--- src/rtl/fifo_pkg.sv ---
// Shared constants and helpers for the synchronous FIFO: pointer width and
// parameter legality used by the top-level elaboration checks.
package fifo_pkg;

    localparam int AXI_ST_DATA_W = 128;

    function automatic int ptr_w(input int depth);
        return $clog2(depth);
    endfunction

    // DEPTH must be a power of two no smaller than 4; both margins lie in [1, DEPTH).
    function automatic bit params_ok(input int depth, input int af_margin, input int ae_margin);
        bit pow2;
        pow2 = (depth >= 4) && ((depth & (depth - 1)) == 0);
        return pow2 && (af_margin >= 1) && (af_margin < depth) &&
               (ae_margin >= 1) && (ae_margin < depth);
    endfunction

endpackage

--- src/rtl/fifo_sdp_ram.sv ---
// Simple dual-port memory with a synchronous write port and a registered,
// read-before-write read port that owns the FIFO output register.
module fifo_sdp_ram
    import fifo_pkg::*;
#(
    parameter int DATA_WIDTH = AXI_ST_DATA_W,
    parameter int DEPTH      = 16,
    parameter int ADDR_W     = ptr_w(DEPTH)
) (
    input  logic                  clk,
    input  logic                  rst_n,
    input  logic                  we,
    input  logic [ADDR_W-1:0]     waddr,
    input  logic [DATA_WIDTH-1:0] wdata,
    input  logic                  re,
    input  logic [ADDR_W-1:0]     raddr,
    output logic [DATA_WIDTH-1:0] q
);

    logic [DATA_WIDTH-1:0] mem [DEPTH];

    // Storage is deliberately left uninitialised on reset.
    always_ff @(posedge clk) begin
        if (we) begin
            mem[waddr] <= wdata;
        end
    end

    always_ff @(posedge clk or negedge rst_n) begin
        if (!rst_n) begin
            q <= '0;
        end else if (re) begin
            q <= mem[raddr];
        end
    end

endmodule

--- src/rtl/fifo_sync_core.sv ---
// Single-clock FIFO core: pointers, occupancy counter, registered status flags
// and drop pulses around a dual-port memory.
module fifo_sync_core
    import fifo_pkg::*;
#(
    parameter int DATA_WIDTH = AXI_ST_DATA_W,
    parameter int DEPTH      = 16,
    parameter int AF_MARGIN  = 2,
    parameter int AE_MARGIN  = 2
) (
    input  logic                      clk,
    input  logic                      rst_n,
    input  logic                      wr,
    input  logic [DATA_WIDTH-1:0]     data,
    input  logic                      rd,
    output logic [DATA_WIDTH-1:0]     q,
    output logic                      full,
    output logic                      almost_full,
    output logic                      mty,
    output logic                      almost_mty,
    output logic [ptr_w(DEPTH):0]     count,
    output logic                      overflow,
    output logic                      underflow
);

    localparam int PTR_W = ptr_w(DEPTH);
    localparam int CNT_W = PTR_W + 1;

    if (!params_ok(DEPTH, AF_MARGIN, AE_MARGIN)) begin : g_bad_params
        $error("fifo_sync_core: illegal DEPTH/AF_MARGIN/AE_MARGIN combination");
    end

    logic [PTR_W-1:0] wr_ptr;
    logic [PTR_W-1:0] rd_ptr;
    logic             wr_ok;
    logic             rd_ok;
    logic [CNT_W-1:0] count_next;

    // A write into a full FIFO is still accepted when a read frees the head slot.
    assign wr_ok      = wr & (~full | rd);
    assign rd_ok      = rd & ~mty;
    assign count_next = count + CNT_W'(wr_ok) - CNT_W'(rd_ok);

    fifo_sdp_ram #(
        .DATA_WIDTH (DATA_WIDTH),
        .DEPTH      (DEPTH),
        .ADDR_W     (PTR_W)
    ) u_ram (
        .clk   (clk),
        .rst_n (rst_n),
        .we    (wr_ok),
        .waddr (wr_ptr),
        .wdata (data),
        .re    (rd_ok),
        .raddr (rd_ptr),
        .q     (q)
    );

    // Flags are derived from count_next so they describe the post-edge occupancy.
    always_ff @(posedge clk or negedge rst_n) begin
        if (!rst_n) begin
            wr_ptr      <= '0;
            rd_ptr      <= '0;
            count       <= '0;
            full        <= 1'b0;
            almost_full <= 1'b0;
            mty         <= 1'b1;
            almost_mty  <= 1'b1;
            overflow    <= 1'b0;
            underflow   <= 1'b0;
        end else begin
            if (wr_ok) begin
                wr_ptr <= wr_ptr + PTR_W'(1);
            end
            if (rd_ok) begin
                rd_ptr <= rd_ptr + PTR_W'(1);
            end
            count       <= count_next;
            full        <= (count_next == CNT_W'(DEPTH));
            almost_full <= (count_next >= CNT_W'(DEPTH - AF_MARGIN));
            mty         <= (count_next == '0);
            almost_mty  <= (count_next <= CNT_W'(AE_MARGIN));
            overflow    <= wr & ~wr_ok;
            underflow   <= rd & ~rd_ok;
        end
    end

endmodule

--- config.mk ---
export PLATFORM = sky130hd
export DESIGN_NAME = fifo_sync_core
export DESIGN_NICKNAME = d
export VERILOG_FILES = /design/src/rtl/fifo_pkg.sv /design/src/rtl/fifo_sdp_ram.sv /design/src/rtl/fifo_sync_core.sv
export SDC_FILE = /design/constraint.sdc
export NUM_CORES = 2
export LEC_CHECK = 0
export ABC_AREA = 1
export BUFFER_PORTS_ARGS = -buffer_cell sky130_fd_sc_hd__buf_2
export CORE_MARGIN = 1.5
export CORE_UTILIZATION = 35
export CTS_CLUSTER_DIAMETER = 60
export CTS_CLUSTER_SIZE = 8
export DETAILED_ROUTE_END_ITERATION = 12
export PLACE_DENSITY = 0.47
export SLEW_MARGIN = 10
export SYNTH_ARGS = -nofsm -noshare
export SYNTH_HDL_FRONTEND = slang
export SYNTH_SLANG_ARGS = --single-unit
export TNS_END_PERCENT = 5
--- constraint.sdc ---
create_clock -name clk -period 13.15 [get_ports clk]
set_input_delay 0 -clock clk [delete_from_list [all_inputs] [get_ports clk]]
set_output_delay 0 -clock clk [all_outputs]
set_load 0.005 [all_outputs]
Yosys cells after proc, flatten, opt, wreduce, memory -nomap -nowiden. Memories as Yosys holds them, arrays and structs flattened. A register that Yosys moved wholly into a read port is not among the register bits. Cells that the tools add are included.

RAM bits: 2048. Output and inout port bits: 139. Logic and storage cells: 30. Memories kept: 1. Bits in registers: 19. Input bits: 132.

Bitwise operators: 9. Add/sub/neg operators: 4. Equal/unequal tests: 1. Order comparisons: 2. Reduce and logical (&&, ||, !) cells: 2. Mux-type cells: 2.

Memories: u_ram.mem (words 16, bits a word 128, rd ports 1, clocked after memory_dff 1, wr ports 1, line fifo_sdp_ram.sv:20) `logic [DATA_WIDTH-1:0] mem [DEPTH];`.

Operator list (count): $add A4 B1 Y4 const B (2); $add A5 B1 Y5 (1); $eq A5 B5 Y1 const B (1); $ge A5 B4 Y1 const B (1); $le A5 B2 Y1 const B (1); $logic_not A5 Y1 (1); $sub A5 B1 Y5 (1); $and A1 B1 Y1 (4); $not A1 Y1 (4); $mux W1 (2); $logic_not A1 Y1 (1); $or A1 B1 Y1 (1).

Longest topological paths before layout.
Depth after elaboration: 6. Depth in mapped cells: 13.

Hierarchy. From an unflattened synthesis, not the netlist that was laid out.

Cell total of the unflattened synthesis: 7075. Area, all modules: 86559.3 um^2.

Modules (own cells, without submodules): fifo_sdp_ram (area an instance 85602.1 um^2, cells an instance 6972, instances 1); fifo_sync_core (area an instance 957.2 um^2, cells an instance 103, instances 1).

Worst setup path before layout. No wires, ideal clock.

Kind: register to register. Start: reg full. End: mem u_ram.mem[11][0] (netlist name) (enable). Setup slack: 6.341 ns. Buffers on the path: 0. Required time: 12.533 ns. Data arrival time: 6.192 ns. Stages on the path, launching flop included: 6. Cells stage by stage: dfrtp_1 inv_1 o21ai_0 inv_1 nand2_1 nor2_1.

Longest elaborated chain between the ends: 5.

RTL lines: from (decl) (line fifo_sync_core.sv:17) `output logic full,`; from (signal assigned) (line fifo_sync_core.sv:79) `full <= (count_next == CNT_W'(DEPTH));`; $not A1 Y1 (line fifo_sync_core.sv:40) `assign wr_ok = wr & (~full | rd);`; $or A1 B1 Y1 (line fifo_sync_core.sv:40); $and A1 B1 Y1 (line fifo_sync_core.sv:40); $mux W1 (line fifo_sdp_ram.sv:24) `if (we) begin`; $mux W1 (not written as such) (line fifo_sdp_ram.sv:25) `mem[waddr] <= wdata;`; to (decl) (line fifo_sdp_ram.sv:20).

Every way passes these cells.

==> impl_metrics.ini <==
[status]
status = finished with violations
violations = slew limit

[global_routing]
overflow = 0
grt_usage_pct = 20.8
grt_pass1_vias = 55300
grt_max_degree = 271
grt_first_pass_wirelength_um = 385000
antenna_found_initial = 31

[flow_run]
drv_cap = 0

[placed_design]
gp_congestion = 0.735
place_ws_ns = 8.57
port-buffer-count = 270
dp_hpwl_um = 119000

[routing]
top_layer = met5
num_vias = 56200
wl_met3_um = 14900
met2_length_um = 124000
wl_um = 264000
drt-met1-wl_um = 117000
route.antenna.remaining_nets = 0
drtPass1Iterations = 5
wl_per_cell_um = 24.0
viasPerCell = 5.12
first_iter_violations = 5005
drc_errors = 0

[clocking]
cts.sinks = 2195
numCtsBuffers = 328
cts_tree = yes
clkTransAtPathRegs_ns = 0.05
ctsRootBufferMaster = clkbuf_16
cts_buffer_depth = 4
clock_latency_ns = 0.94
post_cts_buffers = 0
htree_levels = 5
postCtsResizedCells = 0

[finish]
drive_above_1_share_pct = 9.59
syn2layout_area_growth_pct = 18.2
fin_nets = 7682

[synth]
netlist_area_mm2 = 0.0864
syn_nets = 7222
synth_top_cell_area_share_pct = 71.2
seq_area_frac_synth_pct = 75.4
ys_ff_latch = 2195
synth.area.top_cells = edfxtp_1 71%, nand2_1 11%, nand3_1 10%
synth_cells = 7079
yosysUniqueCellTypes = 24
ys_warn_count = 0
synth_top_area_cell = edfxtp_1
syn_avg_cell_area_um2 = 12.2

[critical_path]
rrSetupSlack_ns = 8.59
path_class = flip-flop to flip-flop
crit_fanout = 270
worstPathArrival_ns = 5.37
cp.required_ns = 13.96
endpoint_kind = flip-flop
timing.rr.start = rd_ptr[0]
reg2reg_depth = 9
critPathLaunchType = flip-flop
timing.rr.end = u_ram.q[112]

[floorplan]
ios = 271
die_y_um = 500
dieArea_mm2 = 0.250
start_util_pct = 35.2
rows = 182
die_w_um = 500
core-area_mm2 = 0.246

[hold_path]
min_path_cells = 2
hp-start = data[102]
hold_end = u_ram.mem[8][102]
hold_path.class = input pin to flip-flop

[timing]
maxSlewViolCount = 18
fin_ws_ns = 8.59
min_period_over_period_pct = 34.7
min_period_ns = 4.56
setup_tns_ns = 0
fin_worst_skew_ns = 0.0756
setup_viol = 0
clock.fmax_mhz = 219
worstMarginPinSlew_ns = 1.51
rsz0062_at_grt = no
hold_viol = 0
slew_headroom_pct = -0.871

[power]
powerDensity_mw_per_mm2 = 232
ir_worst_vdd_uv = 272
p_leak_uw = 0.0373
cells in the final DEF (no fill, tap or decap), drive strengths merged:
cell,instances
dlygate4sd3,217
dfrtp,145
bufinv,2
dfstp,2
xor2,10
diode,5
clkinvlp,1
inv,30
nor3,1
nor2,21
a21oi,6
clkbuf,525
buf,365
nand2,2553
ha,10
fa,1
clkinv,5
nand4,1
o21ai,3
edfxtp,2048
and3,1
nand3,1804
cell families after synthesis:
family	Yosys count	share of synthesized area, %
DFF	2195	75.4
buffers and inverters	473	2.59
and+or+nand+nor	4381	21.7
xor gates and xnor gates	10	0.101
AOI/OAI and AO/OA	9	0.0521
adders and majority gates	11	0.168
timing repair:
item	CTS	global route
hold endpoints to repair	2191	0
hold buffers	218	0
setup endpoints to repair	0	0
sequential cells by signal, summed over array words and instances (netlist names):
signal	cells
rd_ptr	4
full	1
count	5
almost_full	1
overflow	1
u_ram.q	128
u_ram.mem	2048
mty	1
underflow	1
almost_mty	1
wr_ptr	4
synth_stat cells (all sizes together):
master	instances
nor3	1
clkinv	1
dfrtp	145
o21ai	3
and3	1
inv	20
xor2	10
nand3	1804
clkbuf	129
a21oi	6
nand2	2553
edfxtp	2048
nor2	21
dfstp	2
ha	10
nand4	1
fa	1
buf	323
per-layer routing:
| metal | track usage [%] | vias to the layer above |
|---|---|---|
| met1 | 28.6 | 28200 |
| met3 | 3.58 | 429 |
| met4 | 6.46 | 28 |
| met2 | 33.6 | 1661 |
| li1 | - | 25900 |
| met5 | 0 | - |
area by class of cell:
type | count | area (um^2)
Sequential cell | 2195 | 65200
Timing Repair Buffer | 582 | 4420
Multi-Input combinational cell | 4411 | 19100
Fill cell | 22900 | 144000
Antenna cell | 5 | 12.5
Clock inverter | 17 | 189
Tap cell | 3220 | 4030
Inverter | 21 | 125
Clock buffer | 525 | 9050
metrics by stage:
stage / hold slack [ns] / power, uW / utilization, % / area [um^2] / instances
finish: 0.0576 / 23700 / 41.6 / 102000 / 11000
detailed placement: 0.0849 / 16300 / 36.9 / 90700 / 10200
floorplan: -0.296 / 13700 / - / 86400 / 7079
global route: 0.0334 / 25100 / 41.6 / 102000 / 11000
global placement: 0.0877 / 16200 / 36.9 / 90700 / 10200
CTS: 0.000373 / 24000 / 41.6 / 102000 / 11000
worst max-delay path by stage:
stage | endpoint | slack (ns) | start | depth (start not counted)
global route | u_ram.q[112] | 8.17 | rd_ptr[0] | 9
floorplan | u_ram.mem[11][0] | 6.34 | full | 5
finish | u_ram.q[112] | 8.59 | rd_ptr[0] | 9
detailed placement | u_ram.q[115] | 8.57 | rd_ptr[0] | 9
CTS | u_ram.q[112] | 8.54 | rd_ptr[0] | 9
global placement | u_ram.q[115] | 8.60 | rd_ptr[0] | 9
worst max-delay path, stage by stage, from the launching register on:
cell and delay [ns]:
dfrtp_4 0.82, inv_16 0.91, buf_4 1.02, buf_4 0.91
nand2_1 0.12, nand3_1 0.11, nand3_1 0.10, nand3_1 0.10
nand3_1 0.09, nand2_1 0.09
where the power goes:
| part | switching, uW | internal, uW |
|---|---|---|
| Clock | 2940 | 4690 |
| Sequential | 423 | 8560 |
| Combinational | 5190 | 1930 |
(Power assumes the default switching activity.)
